`config.mk`:
```
export PLATFORM = sky130hd
export DESIGN_NAME = fwd_hazard_unit_flat
export DESIGN_NICKNAME = d
export VERILOG_FILES = /design/src/rtl/fwd_hazard_unit_if.sv /design/src/rtl/fwd_hazard_unit.sv /design/src/flat_wrapper.sv
export SDC_FILE = /design/constraint.sdc
export NUM_CORES = 1
export LEC_CHECK = 0
export BUFFER_PORTS_ARGS = -buffer_cell sky130_fd_sc_hd__buf_2
export CORE_AREA = 3 3 103 105
export CTS_CLUSTER_DIAMETER = 30
export DETAILED_ROUTE_END_ITERATION = 10
export DIE_AREA = 0 0 106 108
export PLACE_DENSITY = 0.69
export SKIP_LAST_GASP = 1
export SLEW_MARGIN = 20
export SYNTH_ARGS = -nofsm -noshare
export SYNTH_HDL_FRONTEND = slang
export SYNTH_SLANG_ARGS = --single-unit
export TNS_END_PERCENT = 50
```
`constraint.sdc`:
```
create_clock -name clk -period 3.32 [get_ports clk]
set_input_delay 0.498 -clock clk [delete_from_list [all_inputs] [get_ports clk]]
set_output_delay 0.498 -clock clk [all_outputs]
set_load 0.01 [all_outputs]
```
`src/rtl/fwd_hazard_unit_if.sv`:
```
// Bus between the EX/ME/WB pipeline and fwd_hazard_unit: operand indices and values in, selected operands and stall controls out.
// Handshake: no valid/ready pairs; each *_valid/*_en qualifies its stage's fields in the same cycle, and stall/me_bubble/mc_done act at the next edge.
interface fwd_hazard_unit_if #(
    parameter int XLEN    = 32,
    parameter int NUM_SRC = 2
);
    logic                    ex_valid;
    logic                    ex_mc_start;
    logic [5*NUM_SRC-1:0]    ex_rs;
    logic [XLEN*NUM_SRC-1:0] ex_reg;
    logic                    me_valid;
    logic [6:0]              me_opcode;
    logic [4:0]              me_rd;
    logic [XLEN-1:0]         me_alu_res;
    logic [XLEN-1:0]         me_pc4;
    logic                    wb_en;
    logic [4:0]              wb_rd;
    logic [XLEN-1:0]         wb_data;
    logic [XLEN*NUM_SRC-1:0] src_sel;
    logic                    stall;
    logic                    me_bubble;
    logic                    mc_done;
    logic [1:0]              dbg_state;
    logic [3:0]              dbg_cnt;

    modport master (
        output ex_valid, ex_mc_start, ex_rs, ex_reg,
        output me_valid, me_opcode, me_rd, me_alu_res, me_pc4,
        output wb_en, wb_rd, wb_data,
        input  src_sel, stall, me_bubble, mc_done, dbg_state, dbg_cnt
    );

    modport slave (
        input  ex_valid, ex_mc_start, ex_rs, ex_reg,
        input  me_valid, me_opcode, me_rd, me_alu_res, me_pc4,
        input  wb_en, wb_rd, wb_data,
        output src_sel, stall, me_bubble, mc_done, dbg_state, dbg_cnt
    );
endinterface

```
`src/rtl/fwd_hazard_unit.sv`:
```
// EX-stage operand forwarding plus load-use and multi-cycle stall sequencing.
// Define FWD_RET_BYPASS_EN to add the retired-write bypass register as the lowest-priority source.
module fwd_hazard_unit #(
    parameter int XLEN     = 32,
    parameter int NUM_SRC  = 2,
    parameter int LOAD_LAT = 1,
    parameter int MC_LAT   = 4
) (
    input logic              clk,
    input logic              rst,
    fwd_hazard_unit_if.slave bus
);
    localparam logic [6:0] OP_LOAD = 7'b0000011;
    localparam logic [6:0] OP_JAL  = 7'b1101111;
    localparam logic [6:0] OP_JALR = 7'b1100111;
    localparam logic [3:0] LU_INIT = 4'((LOAD_LAT > 1) ? (LOAD_LAT - 2) : 0);
    localparam logic [3:0] MC_INIT = 4'((MC_LAT > 1) ? (MC_LAT - 2) : 0);

    typedef enum logic [1:0] {
        S_RUN      = 2'd0,
        S_LU_STALL = 2'd1,
        S_MC_BUSY  = 2'd2
    } state_t;

    state_t       r_state;
    logic [3:0]   r_cnt;

    logic         w_me_load;
    logic         w_me_link;
    logic         w_me_alu;
    logic [NUM_SRC-1:0] w_lu_src;
    logic         w_lu;
    logic         w_mc_req;
    logic         w_stall;
    logic         w_bubble;
    logic         w_done;
    logic         w_ret_valid;
    logic [4:0]   w_ret_rd;
    logic [XLEN-1:0] w_ret_data;

    assign w_me_load = bus.me_valid && (bus.me_opcode == OP_LOAD);
    assign w_me_link = bus.me_valid && ((bus.me_opcode == OP_JAL) || (bus.me_opcode == OP_JALR));
    assign w_me_alu  = bus.me_valid && !w_me_load && !w_me_link;

`ifdef FWD_RET_BYPASS_EN
    logic            r_ret_valid;
    logic [4:0]      r_ret_rd;
    logic [XLEN-1:0] r_ret_data;

    // Captures regardless of stall: it mirrors the register-file write port.
    always_ff @(posedge clk) begin
        if (rst) begin
            r_ret_valid <= 1'b0;
            r_ret_rd    <= 5'd0;
            r_ret_data  <= '0;
        end else if (bus.wb_en && (bus.wb_rd != 5'd0)) begin
            r_ret_valid <= 1'b1;
            r_ret_rd    <= bus.wb_rd;
            r_ret_data  <= bus.wb_data;
        end
    end

    assign w_ret_valid = r_ret_valid;
    assign w_ret_rd    = r_ret_rd;
    assign w_ret_data  = r_ret_data;
`else
    assign w_ret_valid = 1'b0;
    assign w_ret_rd    = 5'd0;
    assign w_ret_data  = '0;
`endif

    for (genvar i = 0; i < NUM_SRC; i++) begin : g_src
        logic [4:0] w_rs;
        logic       w_nz;
        logic       w_me_match;
        logic       w_wb_match;
        logic       w_ret_match;

        assign w_rs        = bus.ex_rs[5*i +: 5];
        assign w_nz        = (w_rs != 5'd0);
        assign w_me_match  = w_nz && (w_rs == bus.me_rd);
        assign w_wb_match  = w_nz && bus.wb_en && (w_rs == bus.wb_rd);
        assign w_ret_match = w_nz && w_ret_valid && (w_rs == w_ret_rd);
        assign w_lu_src[i] = w_me_match && w_me_load;

        // A load in ME is never an ME-stage source, so load-use suppression falls out here.
        assign bus.src_sel[XLEN*i +: XLEN] =
            (w_me_match && w_me_alu)  ? bus.me_alu_res :
            (w_me_match && w_me_link) ? bus.me_pc4     :
            w_wb_match                ? bus.wb_data    :
            w_ret_match               ? w_ret_data     :
                                        bus.ex_reg[XLEN*i +: XLEN];
    end

    assign w_lu     = bus.ex_valid && (|w_lu_src);
    assign w_mc_req = bus.ex_valid && bus.ex_mc_start;

    always_comb begin
        w_stall  = 1'b0;
        w_bubble = 1'b0;
        w_done   = 1'b0;
        case (r_state)
            S_RUN: begin
                if (w_lu) begin
                    w_stall  = 1'b1;
                    w_bubble = 1'b1;
                end else if (w_mc_req) begin
                    if (MC_LAT == 1) begin
                        w_done = 1'b1;
                    end else begin
                        w_stall  = 1'b1;
                        w_bubble = 1'b1;
                    end
                end
            end
            S_LU_STALL: begin
                w_stall  = 1'b1;
                w_bubble = 1'b1;
            end
            S_MC_BUSY: begin
                if (r_cnt != 4'd0) begin
                    w_stall  = 1'b1;
                    w_bubble = 1'b1;
                end else begin
                    w_done = 1'b1;
                end
            end
            default: begin
                w_stall  = 1'b0;
                w_bubble = 1'b0;
                w_done   = 1'b0;
            end
        endcase
    end

    // Load-use wins over mc_start; EX is held so mc_start is seen again once back in RUN.
    always_ff @(posedge clk) begin
        if (rst) begin
            r_state <= S_RUN;
            r_cnt   <= 4'd0;
        end else begin
            case (r_state)
                S_RUN: begin
                    if (w_lu) begin
                        if (LOAD_LAT > 1) begin
                            r_state <= S_LU_STALL;
                            r_cnt   <= LU_INIT;
                        end
                    end else if (w_mc_req && (MC_LAT > 1)) begin
                        r_state <= S_MC_BUSY;
                        r_cnt   <= MC_INIT;
                    end
                end
                S_LU_STALL, S_MC_BUSY: begin
                    if (r_cnt == 4'd0) begin
                        r_state <= S_RUN;
                    end else begin
                        r_cnt <= r_cnt - 4'd1;
                    end
                end
                default: begin
                    r_state <= S_RUN;
                    r_cnt   <= 4'd0;
                end
            endcase
        end
    end

    assign bus.stall     = w_stall;
    assign bus.me_bubble = w_bubble;
    assign bus.mc_done   = w_done;
    assign bus.dbg_state = r_state;
    assign bus.dbg_cnt   = r_cnt;
endmodule

```
`src/flat_wrapper.sv`:
```
// flat-port wrapper written by rule: the top's interface ports become plain ports
module fwd_hazard_unit_flat 
#(
    parameter int XLEN     = 32,
    parameter int NUM_SRC  = 2,
    parameter int LOAD_LAT = 1,
    parameter int MC_LAT   = 4
)
  (clk, rst, bus_ex_valid, bus_ex_mc_start, bus_ex_rs, bus_ex_reg, bus_me_valid, bus_me_opcode, bus_me_rd, bus_me_alu_res, bus_me_pc4, bus_wb_en, bus_wb_rd, bus_wb_data, bus_src_sel, bus_stall, bus_me_bubble, bus_mc_done, bus_dbg_state, bus_dbg_cnt);
  fwd_hazard_unit_if #(.XLEN(XLEN), .NUM_SRC(NUM_SRC)) bus_i ();
  input logic clk;
  input logic rst;
  input wire logic [$bits(bus_i.ex_valid)-1:0] bus_ex_valid;
  input wire logic [$bits(bus_i.ex_mc_start)-1:0] bus_ex_mc_start;
  input wire logic [$bits(bus_i.ex_rs)-1:0] bus_ex_rs;
  input wire logic [$bits(bus_i.ex_reg)-1:0] bus_ex_reg;
  input wire logic [$bits(bus_i.me_valid)-1:0] bus_me_valid;
  input wire logic [$bits(bus_i.me_opcode)-1:0] bus_me_opcode;
  input wire logic [$bits(bus_i.me_rd)-1:0] bus_me_rd;
  input wire logic [$bits(bus_i.me_alu_res)-1:0] bus_me_alu_res;
  input wire logic [$bits(bus_i.me_pc4)-1:0] bus_me_pc4;
  input wire logic [$bits(bus_i.wb_en)-1:0] bus_wb_en;
  input wire logic [$bits(bus_i.wb_rd)-1:0] bus_wb_rd;
  input wire logic [$bits(bus_i.wb_data)-1:0] bus_wb_data;
  output wire logic [$bits(bus_i.src_sel)-1:0] bus_src_sel;
  output wire logic [$bits(bus_i.stall)-1:0] bus_stall;
  output wire logic [$bits(bus_i.me_bubble)-1:0] bus_me_bubble;
  output wire logic [$bits(bus_i.mc_done)-1:0] bus_mc_done;
  output wire logic [$bits(bus_i.dbg_state)-1:0] bus_dbg_state;
  output wire logic [$bits(bus_i.dbg_cnt)-1:0] bus_dbg_cnt;
  assign bus_i.ex_valid = bus_ex_valid;
  assign bus_i.ex_mc_start = bus_ex_mc_start;
  assign bus_i.ex_rs = bus_ex_rs;
  assign bus_i.ex_reg = bus_ex_reg;
  assign bus_i.me_valid = bus_me_valid;
  assign bus_i.me_opcode = bus_me_opcode;
  assign bus_i.me_rd = bus_me_rd;
  assign bus_i.me_alu_res = bus_me_alu_res;
  assign bus_i.me_pc4 = bus_me_pc4;
  assign bus_i.wb_en = bus_wb_en;
  assign bus_i.wb_rd = bus_wb_rd;
  assign bus_i.wb_data = bus_wb_data;
  assign bus_src_sel = bus_i.src_sel;
  assign bus_stall = bus_i.stall;
  assign bus_me_bubble = bus_i.me_bubble;
  assign bus_mc_done = bus_i.mc_done;
  assign bus_dbg_state = bus_i.dbg_state;
  assign bus_dbg_cnt = bus_i.dbg_cnt;
  fwd_hazard_unit #(.XLEN(XLEN), .NUM_SRC(NUM_SRC), .LOAD_LAT(LOAD_LAT), .MC_LAT(MC_LAT)) u_core (.clk(clk), .rst(rst), .bus(bus_i));
endmodule
```
### After elaboration in Yosys (flattened, before gate mapping)

Cells that the tools add are included.

* output and inout bits: 73
* register bits: 6

* reduce and logical (&&, ||, !) cells: 30
* mux-type cells: 20
* equal/unequal tests: 13
* add/sub/neg operators: 1

Operators by type and width (number)
* $mux W32: 6
* $eq A5 B5 Y1: 4
* $logic_and A1 B1 Y1: 18
* $eq A7 B7 Y1 const B: 2
* $mux W4: 3
* $reduce_bool A5 Y1: 2
* $pmux W4 S2: 1
* $eq A7 B2 Y1 const B: 1
* $mux W2: 3
* $reduce_and A3 Y1: 2
* $mux W1: 5
* $logic_not A4 Y1: 1
* $ne A2 B1 Y1 const B: 2
* $ne A2 B2 Y1 const B: 2
* $pmux W2 S2: 1
* $reduce_bool A4 Y1: 1
* $reduce_or A2 Y1: 2
* $sub A4 B1 Y4 const B: 1
* $pmux W1 S3: 1
* $eq A2 B1 Y1 const B: 1
* $eq A2 B2 Y1 const B: 1
* $logic_not A1 Y1: 2
* $logic_not A2 Y1: 1
* $logic_or A1 B1 Y1: 1

### Logic depth before layout (Yosys ltp)

Gate-level depths: netlist of the first run.

* word-level depth: 7
* gate-level depth with buffers: 7
* depth with buffers taken out: 7

### Worst setup path after synthesis of the first run

OpenSTA, ideal clock, no wires.

* kind: input-to-output
* from: in bus_ex_rs[6]
* to: out bus_src_sel[53]
* cell stages on the path: 6
* slack: 0.794 ns
* path buffers: 2
* data required time: 2.822 ns
* data arrival time: 2.028 ns
* cell sequence: or4_4 > o211ai_2 > nor4b_1 > buf_2 > buf_6 > o31ai_1

* cells in the longest elaborated chain, start to end: 6

RTL lines
* start, declared: line flat_wrapper.sv:15 `input wire logic [$bits(bus_i.ex_rs)-1:0] bus_ex_rs;`
* $reduce_bool A5 Y1: line fwd_hazard_unit.sv:80 `assign w_nz = (w_rs != 5'd0);`
* $logic_and A1 B1 Y1 (2 in series): line fwd_hazard_unit.sv:82 `assign w_wb_match = w_nz && bus.wb_en && (w_rs == bus.wb_rd);`
* $mux W32: line fwd_hazard_unit.sv:90 `w_wb_match ? bus.wb_data :`
* $mux W32: line fwd_hazard_unit.sv:89 `(w_me_match && w_me_link) ? bus.me_pc4 :`
* $mux W32 (*): line fwd_hazard_unit.sv:88 `(w_me_match && w_me_alu) ? bus.me_alu_res :`
* end, declared: line flat_wrapper.sv:25 `output wire logic [$bits(bus_i.src_sel)-1:0] bus_src_sel;`

Every way passes the cells marked *; elsewhere a longest branch is shown, timed or not.

### Final worst setup path of the first run

* from: in bus_wb_rd[2]
* to: out bus_src_sel[63]

* cells in the longest elaborated chain, start to end: 5

RTL lines
* start, declared: line flat_wrapper.sv:23 `input wire logic [$bits(bus_i.wb_rd)-1:0] bus_wb_rd;`
* $eq A5 B5 Y1: line fwd_hazard_unit.sv:82
* $logic_and A1 B1 Y1: line fwd_hazard_unit.sv:82
* $mux W32: line fwd_hazard_unit.sv:90
* $mux W32: line fwd_hazard_unit.sv:89
* $mux W32: line fwd_hazard_unit.sv:88

Every way passes these cells.

==> impl_metrics.env, run 1 <==
export IMPL_post_route_hold_slack_ns=0.534
export IMPL_timing_fmax_mhz=321
export IMPL_critical_path_class="in2out"
export IMPL_gr_usage_all_layers=0.246
export IMPL_grt_start_max_net_pins=45
export IMPL_pwr_share_clk=0.162
export IMPL_cell_internal_power_dissipation_mw=0.393
export IMPL_combinationalPowerShare=0.745
export IMPL_ctsHtreeMaxLevel=1
export IMPL_worst_slew_pin_slew_ns=1.01
export IMPL_fp_dieH_um=108
export IMPL_finalNonFillerCells=833
export IMPL_timing_critical_path_fanout_max=31
export IMPL_min_period_over_period=0.939
export IMPL_post_cts_setup_buffer_count=0
export IMPL_layout_nets=895
export IMPL_fraction_of_final_layout_cells_sized_beyond_drive_strength_1=0.471
export IMPL_synth_yosys_warnings=0
export IMPL_numCtsBuffers=3
export IMPL_max_cap_violations=0
export IMPL_synth_async_reset_ratio=0
export IMPL_required_ns=2.82
export IMPL_power_share_switching=0.439
export IMPL_synthesis_nets=662
export IMPL_number_of_antenna_violations_at_the_first_check_in_global_routing=0
export IMPL_netSwitchingPower_mw=0.307
export IMPL_drt_wl_total_mm=15.7
export IMPL_antenna_violating_nets_post_route=0
export IMPL_routabilityCongestion=0.913
export IMPL_die_area_mm2=0.0114
export IMPL_cellLeakagePower_nw=2.28
export IMPL_final_core_utilization=0.473
export IMPL_maxSlewViolCount=0
export IMPL_share_seq_of_total_power=0.093
export IMPL_drt_pre_antenna_iters=7
export IMPL_placed_cells=829
export IMPL_power_density_mw_per_mm2=152
export IMPL_route_detailed_drc=0
export IMPL_critical_path_arrival_ns=2.62
export IMPL_post_cts_hold_buffer_count=0
export IMPL_synth_ff_latch_count=5
export IMPL_port_buffers=264
export IMPL_finalHoldViolCount=0
export IMPL_vias_in_the_first_global_route=4602
export IMPL_clock_latency_ns=0.22
export IMPL_via_count=4807
export IMPL_post_synthesis_area_per_instance_um2=6.67
export IMPL_setup_viol=0
export IMPL_max_clock_path_buffers=2
export IMPL_number_of_enable_type_register_cells_in_the_synthesized_netlist=0
export IMPL_cts_sinks=5
export IMPL_placement_rows=36
export IMPL_core_mm2=0.00973
export IMPL_start_util=0.321
export IMPL_antenna_cells=0
export IMPL_netlist_cell_type_count=46
export IMPL_cells_after_synth=468
export IMPL_totalNegativeSetupSlack_ns=0
export IMPL_tritoncts="built"
export IMPL_first_drt_iteration_drcs=476
export IMPL_routedWlPerCell_um=18.8
export IMPL_fin_skew_ns=0.000225
export IMPL_cts_resized=0
export IMPL_dieWidth_um=106
export IMPL_cts_reportedPaths_clkPinSlew_ns=0.04
export IMPL_run_status="finished, final reports clean"
export IMPL_rsz_0062_raised_after_global_routing="false"
export IMPL_cts_root_buffer_cell="sky130_fd_sc_hd__clkbuf_8"
export IMPL_maxSlewHeadroom=0.329
export IMPL_syn_cell_area_mm2=0.00312
export IMPL_predominant_post_synthesis_flop_cell="sky130_fd_sc_hd__dfxtp_1"
export IMPL_dp_hpwl_mm=12.3
export IMPL_timing_critical_path_to_type="output port"
export IMPL_vias_per_cell=5.77
export IMPL_grt_overflow_total=0
export IMPL_wire_length_of_the_first_global_routing_pass_mm=23.1
export IMPL_timing_final_crit_period_ns=3.12
export IMPL_power_total_mw=0.700
export IMPL_synth_sequential_area_ratio=0.0321
export IMPL_floorplan_io_pins=266
export IMPL_class_of_the_worst_hold_path="in2reg"
export IMPL_irDropWorstVdd_v=0.000179
export IMPL_area_growth_pct=47.3
export IMPL_crit_path_start_kind="input port"
kinds of logic (layout without fill, tap and decap cells):
group,Yosys count,after routing,share of synthesized area
flip-flops,5,5,0.0321
adder cells (fa/ha/maj),1,1,0.00401
multiplexers,2,2,0.00681
AO/OA/AOI/OAI,148,148,0.445
AND/OR/NAND/NOR,228,228,0.353
XOR/XNOR,18,18,0.0505
other,1,1,0.00120
buffers and inverters,65,297,0.107
worst max-delay path: stages:
cell and delay (ns):
sky130_fd_sc_hd__buf_2 0.12, sky130_fd_sc_hd__xor2_1 0.15, sky130_fd_sc_hd__nor3_1 0.30, sky130_fd_sc_hd__and2_2 0.87
sky130_fd_sc_hd__a221oi_1 0.18, sky130_fd_sc_hd__o31ai_1 0.32, sky130_fd_sc_hd__buf_2 0.18
flip-flops by register name, summed over array words and instances, names as in the netlist:
name / flops
u_core.bus.dbg_state: 1
u_core.bus.dbg_cnt: 4
routing by layer:
metal,share of wire,vias to the layer above,GRT usage
met1,0.39,2183,0.310
li1,-,2262,-
met4,0.025,0,0.0759
met3,0.091,42,0.0340
met2,0.49,320,0.435
met5,0,-,0
power groups by stage:
stage / Sequential [mW] / Combinational (mW) / Clock, mW
2_1_floorplan: 0.0668 / 0.258 / 0
3_3_place_gp: 0.0661 / 0.508 / 0
3_5_place_dp: 0.0659 / 0.516 / 0
4_1_cts: 0.0651 / 0.517 / 0.117
5_1_grt: 0.0657 / 0.560 / 0.122
6_report: 0.0651 / 0.521 / 0.113
placed cells by master (no fill, tap or decap), types with 2 or more instances in the layout:
master and n:
sky130_fd_sc_hd__a21oi_1 3, sky130_fd_sc_hd__a221oi_1 32, sky130_fd_sc_hd__a221oi_2 31, sky130_fd_sc_hd__a31oi_1 2
sky130_fd_sc_hd__a41o_1 2, sky130_fd_sc_hd__and2_1 2, sky130_fd_sc_hd__and3_1 63, sky130_fd_sc_hd__buf_12 4
sky130_fd_sc_hd__buf_2 264, sky130_fd_sc_hd__buf_4 17, sky130_fd_sc_hd__clkbuf_8 3, sky130_fd_sc_hd__dfxtp_1 5
sky130_fd_sc_hd__inv_1 8, sky130_fd_sc_hd__nand2_1 66, sky130_fd_sc_hd__nand3_1 4, sky130_fd_sc_hd__nor2_1 71
sky130_fd_sc_hd__nor3_1 5, sky130_fd_sc_hd__nor3_4 2, sky130_fd_sc_hd__nor4_1 3, sky130_fd_sc_hd__nor4b_2 2
sky130_fd_sc_hd__o2111a_1 2, sky130_fd_sc_hd__o21ai_0 5, sky130_fd_sc_hd__o31ai_1 62, sky130_fd_sc_hd__or3_1 3
sky130_fd_sc_hd__xnor2_1 8, sky130_fd_sc_hd__xnor2_2 2, sky130_fd_sc_hd__xor2_1 8
cell usage after synthesis, types with 2 or more instances:
master / instances / area [um^2]
sky130_fd_sc_hd__buf_4: 7 / 52.6
sky130_fd_sc_hd__o21ai_0: 5 / 25.0
sky130_fd_sc_hd__a221oi_1: 32 / 280
sky130_fd_sc_hd__nor4b_1: 2 / 17.5
sky130_fd_sc_hd__xnor2_1: 10 / 87.6
sky130_fd_sc_hd__nand2_1: 66 / 248
sky130_fd_sc_hd__buf_6: 7 / 78.8
sky130_fd_sc_hd__xor2_1: 8 / 70.1
sky130_fd_sc_hd__or3_1: 3 / 18.8
sky130_fd_sc_hd__a221oi_2: 31 / 465
sky130_fd_sc_hd__and2_1: 3 / 18.8
sky130_fd_sc_hd__a41o_1: 2 / 20.0
sky130_fd_sc_hd__nor4_1: 3 / 18.8
sky130_fd_sc_hd__buf_2: 10 / 50.1
sky130_fd_sc_hd__buf_1: 2 / 7.51
sky130_fd_sc_hd__nor3_2: 2 / 20.0
sky130_fd_sc_hd__o2111a_1: 2 / 22.5
sky130_fd_sc_hd__clkbuf_1: 31 / 116
sky130_fd_sc_hd__a31oi_1: 2 / 12.5
sky130_fd_sc_hd__a21oi_1: 3 / 15.0
sky130_fd_sc_hd__inv_1: 8 / 30.0
sky130_fd_sc_hd__o31ai_1: 62 / 465
sky130_fd_sc_hd__nand3_1: 4 / 20.0
sky130_fd_sc_hd__and3_1: 63 / 394
sky130_fd_sc_hd__nor2_1: 71 / 267
sky130_fd_sc_hd__dfxtp_1: 5 / 100
sky130_fd_sc_hd__nor3_1: 5 / 25.0
cell type report:
type	instances	area, um^2
Timing Repair Buffer	285	1530
Clock buffer	4	45.0
Fill cell	1017	5130
Sequential cell	5	100
Tap cell	133	166
Multi-Input combinational cell	398	2730
Inverter	8	30.0
metrics by stage:
step	area, um^2	worst slack [ns]
after floorplan	3120	0.794
after global placement	4550	0.291
after detailed placement	4550	0.209
after CTS	4600	0.200
after global routing	4600	0.0615
final	4600	0.203
worst paths after layout:
kind / startpoint / endpoint / slack (ns) / cells past startpoint
hold / removal: rst / u_core.bus.dbg_state[1]$_SDFFE_PP0P_ / 0.53 / 2
hold reg to reg: u_core.bus.dbg_cnt[1]$_SDFFE_PP0P_ / u_core.bus.dbg_cnt[1]$_SDFFE_PP0P_ / 0.54 / 2
setup / recovery: bus_wb_rd[2] / bus_src_sel[63] / 0.20 / 7
setup reg to reg: u_core.bus.dbg_cnt[0]$_SDFFE_PP0P_ / u_core.bus.dbg_cnt[3]$_SDFFE_PP0P_ / 1.51 / 7
(Power assumes the default switching activity.)
==> run 2, diff against run 1 <==
Settings changed: CORE_AREA 3 3 103 105 to 4 4 101 103, DIE_AREA 0 0 106 108 to 0 0 105 107, PLACE_DENSITY 0.69 to 0.72.
==> impl_metrics.env, run 2 (synthesis gave the netlist of run 1 again) <==
export IMPL_layout_nets=896
export IMPL_routed_met3_length_mm=1.30
export IMPL_antenna_cells=0
export IMPL_run_status="finished, final reports clean"
export IMPL_required_ns=2.82
export IMPL_critical_path_class="in2out"
export IMPL_timing_final_crit_period_ns=2.97
export IMPL_numCtsBuffers=3
export IMPL_cts_reportedPaths_clkPinSlew_ns=0.04
export IMPL_reg2reg_from="u_core.bus.dbg_cnt[0]$_SDFFE_PP0P_"
export IMPL_dieWidth_um=105
export IMPL_antenna_violating_nets_post_route=0
export IMPL_wire_length_of_the_first_global_routing_pass_mm=22.5
export IMPL_wl_met1_mm=5.65
export IMPL_fin_skew_ns=0.00605
export IMPL_multiInputGateArea_mm2=0.00273
export IMPL_fraction_of_final_layout_cells_sized_beyond_drive_strength_1=0.472
export IMPL_post_cts_setup_buffer_count=0
export IMPL_max_clock_path_buffers=2
export IMPL_ctsHtreeMaxLevel=1
export IMPL_cts_resized=0
export IMPL_finalHoldViolCount=0
export IMPL_crit_buf_inv=3
export IMPL_floorplan_io_pins=266
export IMPL_setup_viol=0
export IMPL_start_util=0.339
export IMPL_totalNegativeSetupSlack_ns=0
export IMPL_dp_hpwl_mm=11.6
export IMPL_tritoncts="built"
export IMPL_number_of_antenna_violations_at_the_first_check_in_global_routing=0
export IMPL_area_growth_pct=46.7
export IMPL_grt_overflow_total=0
export IMPL_placement_rows=35
export IMPL_routabilityCongestion=0.956
export IMPL_number_of_flip_flops_under_the_largest_register_name=4
export IMPL_cts_sinks=5
export IMPL_crit_family="simple AND/OR/NAND/NOR gates"
export IMPL_maxUsedRoutingLayer="met4"
export IMPL_power_density_mw_per_mm2=152
export IMPL_core_mm2=0.00920
export IMPL_fp_dieH_um=107
export IMPL_port_buffers=264
export IMPL_gr_usage_all_layers=0.239
export IMPL_first_drt_iteration_drcs=337
export IMPL_route_detailed_drc=0
export IMPL_die_area_mm2=0.0112
export IMPL_min_period_over_period=0.896
export IMPL_class_of_the_worst_hold_path="in2reg"
export IMPL_max_cap_violations=0
export IMPL_critical_path_slowest_cell="sky130_fd_sc_hd__or4_4"
export IMPL_met2_length_mm=7.53
export IMPL_clock_latency_ns=0.23
export IMPL_maxSlewViolCount=0
export IMPL_critical_path_cell_chain="buf_2 > or4_4 > o211ai_2 > or3_1 > buf_4 > nor2_1 > o31ai_1 > buf_2"
export IMPL_drt_wl_total_mm=14.8
export IMPL_critPathLaunch="bus_ex_rs[6]"
export IMPL_vias_in_the_first_global_route=4643
export IMPL_cts_root_buffer_cell="sky130_fd_sc_hd__clkbuf_8"
export IMPL_mostFrequentLayoutCell="sky130_fd_sc_hd__buf_2"
export IMPL_fillerInstances=947
export IMPL_grt_start_max_net_pins=41
export IMPL_crit_path_start_kind="input port"
export IMPL_timing_critical_path_fanout_max=14
export IMPL_rsz_0062_raised_after_global_routing="false"
export IMPL_drt_pre_antenna_iters=6
export IMPL_routedWlPerCell_um=18.2
export IMPL_cp_common_cell="sky130_fd_sc_hd__buf_2"
export IMPL_timing_critical_path_to_type="output port"
export IMPL_power_total_mw=0.697
export IMPL_irDropWorstVdd_v=0.000312
export IMPL_timing_fmax_mhz=336
export IMPL_vias_per_cell=5.89
export IMPL_critical_path_arrival_ns=2.48
export IMPL_hp_start="rst"
export IMPL_critPathMaxStageDelay_ns=0.54
export IMPL_final_cell_mix="sky130_fd_sc_hd__buf_2, sky130_fd_sc_hd__nor2_1, sky130_fd_sc_hd__nand2_1"
export IMPL_via_count=4781
export IMPL_post_cts_hold_buffer_count=0
export IMPL_cellLeakagePower_nw=2.28
export IMPL_register_area_um2=100
-- run 2: per-stage QoR --
step,util,worst slack [ns],cell area [um^2],instances,hold slack (ns)
after CTS,0.498,0.336,4580,812,0.531
final,0.498,0.347,4580,812,0.535
after floorplan,-,0.794,3120,468,0.530
after global routing,0.498,0.182,4580,812,0.557
after detailed placement,0.493,0.336,4530,808,0.537
after global placement,0.493,0.386,4530,808,0.526
-- run 2: path summary, 6_finish.rpt --
path	to	slack, ns	cells after the start
max	bus_src_sel[41]	0.35	8
min	u_core.bus.dbg_state[1]$_SDFFE_PP0P_	0.54	2
max reg2reg	u_core.bus.dbg_cnt[2]$_SDFFE_PP0P_	1.50	7
min reg2reg	u_core.bus.dbg_cnt[0]$_SDFFE_PP0P_	0.55	2
-- run 2: metal layers --
layer	up-vias	track usage
li1	2276	-
met1	2155	0.279
met2	312	0.450
met3	38	0.0367
met4	0	0.0637
met5	-	0
-- run 2: layout make-up --
type | instances | area share
Clock buffer | 4 | 0.00984
Inverter | 8 | 0.00656
Multi-Input combinational cell | 398 | 0.596
Sequential cell | 5 | 0.0219
Tap cell | 111 | 0.0303
Timing Repair Buffer | 286 | 0.336
-- run 2: power by group --
group	internal (mW)	leakage (nW)	switching [mW]	total [mW]
combinational	0.249	2.22	0.267	0.516
sequential	0.0629	0.0407	0.00238	0.0653
clock	0.0827	0.0228	0.0335	0.116
==> run 3, diff against run 2 <==
Settings changed: PLACE_DENSITY 0.72 to 0.75.
Clock period 3.32 ns to 2.4 ns, I/O delays scaled along.
==> impl_metrics.env, run 3 (synthesis gave the netlist of run 1 again) <==
export IMPL_reg2reg_to="u_core.bus.dbg_cnt[3]$_SDFFE_PP0P_"
export IMPL_fraction_of_final_layout_cells_sized_beyond_drive_strength_1=0.536
export IMPL_regToRegSetupSlack_ns=0.61
export IMPL_timing_critical_path_fanout_max=5
export IMPL_rsz_0062_raised_after_global_routing="true"
export IMPL_clock_latency_ns=0.22
export IMPL_final_core_utilization=0.602
export IMPL_gr_usage_all_layers=0.277
export IMPL_placement_rows=35
export IMPL_dieWidth_um=105
export IMPL_numCtsBuffers=3
export IMPL_min_period_over_period=1.09
export IMPL_grt_start_max_net_pins=37
export IMPL_cts_reportedPaths_clkPinSlew_ns=0.04
export IMPL_wire_length_of_the_first_global_routing_pass_mm=26.0
export IMPL_required_ns=2.04
export IMPL_routabilityCongestion=0.967
export IMPL_timing_fmax_mhz=382
export IMPL_dp_hpwl_mm=12.6
export IMPL_reg2reg_from="u_core.bus.dbg_cnt[0]$_SDFFE_PP0P_"
export IMPL_maxSlewViolCount=0
export IMPL_floorplan_io_pins=266
export IMPL_via_count=5170
export IMPL_critical_path_class="in2out"
export IMPL_grt_overflow_total=0
export IMPL_fin_skew_ns=0.00152
export IMPL_hp_start="rst"
export IMPL_hold_path_end="u_core.bus.dbg_state[1]$_SDFFE_PP0P_"
export IMPL_crit_path_start_kind="input port"
export IMPL_failed_checks="setup timing"
export IMPL_start_util=0.339
export IMPL_max_clock_path_buffers=2
export IMPL_timing_critical_path_to_type="output port"
export IMPL_final_cell_mix="sky130_fd_sc_hd__buf_2, sky130_fd_sc_hd__nor2_1, sky130_fd_sc_hd__nand2_1"
export IMPL_die_area_mm2=0.0112
export IMPL_layout_nets=939
export IMPL_post_cts_hold_buffer_count=0
export IMPL_first_drt_iteration_drcs=411
export IMPL_drt_pre_antenna_iters=5
export IMPL_placed_cells=829
export IMPL_routedWlPerCell_um=20.4
export IMPL_max_cap_violations=0
export IMPL_vias_in_the_first_global_route=5135
export IMPL_route_detailed_drc=0
export IMPL_drt_wl_total_mm=17.5
export IMPL_timing_final_crit_period_ns=2.62
export IMPL_fp_dieH_um=107
export IMPL_cellLeakagePower_nw=2.66
export IMPL_core_mm2=0.00920
export IMPL_number_of_flip_flops_under_the_largest_register_name=4
export IMPL_setup_viol=53
export IMPL_vias_per_cell=6.05
export IMPL_irDropWorstVdd_v=0.000454
export IMPL_critical_path_arrival_ns=2.26
export IMPL_mostFrequentLayoutCell="sky130_fd_sc_hd__buf_2"
export IMPL_holdPathStages=2
export IMPL_area_growth_pct=77.4
export IMPL_finalHoldViolCount=0
export IMPL_cts_sinks=5
export IMPL_run_status="finished with violations"
export IMPL_class_of_the_worst_hold_path="in2reg"
export IMPL_r2r_cells=7
export IMPL_power_density_mw_per_mm2=195
export IMPL_port_buffers=264
export IMPL_ctsHtreeMaxLevel=1
export IMPL_finalNonFillerCells=855
export IMPL_antenna_violating_nets_post_route=0
export IMPL_antenna_cells=0
export IMPL_tritoncts="built"
export IMPL_number_of_antenna_violations_at_the_first_check_in_global_routing=0
export IMPL_post_route_worst_setup_slack_ns=-0.220
export IMPL_cts_root_buffer_cell="sky130_fd_sc_hd__clkbuf_8"
## run 3: cell count changes in the layout (fill, tap and decap cells not counted), sizes merged
| cell | change |
|---|---|
| buf | +40 |
| bufbuf | +1 |
| clkbuf | +2 |
## run 3: what timing repair did
action | CTS | global route
pin swaps | 36 | 28
cloned | 8 | 2
gates resized for setup | 50 | 31
setup endpoints to repair | 63 | 64
setup buffers | 11 | 4
## run 3: how the worst max path moves through the flow
stage | to | depth (start not counted) | slack (ns) | from
after floorplan | bus_src_sel[53] | 6 | 0.15 | bus_ex_rs[6]
after global placement | bus_src_sel[9] | 9 | -0.16 | bus_me_rd[4]
after detailed placement | bus_src_sel[62] | 9 | -0.18 | bus_me_rd[0]
after CTS | bus_src_sel[60] | 9 | -0.12 | bus_ex_rs[9]
after global routing | bus_src_sel[7] | 12 | -0.21 | bus_me_rd[0]
final | bus_src_sel[7] | 12 | -0.22 | bus_me_rd[0]
## run 3: layout make-up
cell class	count	area, um^2
flip-flops and latches	5	100
well taps	111	139
fillers	802	3660
repair buffers	329	2210
inverters	8	30.0
multi-input cells	398	3010
clock buffers	4	45.0
## run 3: through the flow
step           area (um^2)  hold WS [ns]  worst slack [ns]  setup TNS (ns)  total power, mW
4_1_cts               5340         0.401            -0.122           -3.38             1.04
2_1_floorplan         3120         0.433             0.150               0            0.449
5_1_grt               5540         0.420            -0.212           -7.18             1.15
6_report              5540         0.405            -0.220           -4.02             1.08
3_3_place_gp          4780         0.518            -0.155           -6.09            0.814
3_5_place_dp          4780         0.524            -0.183           -7.44            0.833
## run 3: critical path, cell delays in order
cell and delay [ns]:
sky130_fd_sc_hd__buf_6 0.10, sky130_fd_sc_hd__buf_6 0.11, sky130_fd_sc_hd__xor2_2 0.14, sky130_fd_sc_hd__a211o_4 0.35, sky130_fd_sc_hd__nor3_4 0.24, sky130_fd_sc_hd__buf_6 0.15, sky130_fd_sc_hd__buf_6 0.12, sky130_fd_sc_hd__buf_12 0.12
sky130_fd_sc_hd__buf_4 0.12, sky130_fd_sc_hd__a221oi_4 0.04, sky130_fd_sc_hd__o31ai_1 0.23, sky130_fd_sc_hd__buf_2 0.18
## run 3: where the power goes
group          total (mW)  internal [mW]  switching (mW)
combinational       0.832          0.407           0.425
sequential         0.0902         0.0871         0.00315
clock               0.157          0.114          0.0428
## run 3: routing by layer
metal | vias to the layer above | track usage | wire (um)
li1 | 2360 | - | -
met5 | - | 0 | 0
met1 | 2357 | 0.333 | 6390
met2 | 389 | 0.501 | 8730
met3 | 64 | 0.0403 | 1780
met4 | 0 | 0.0984 | 559
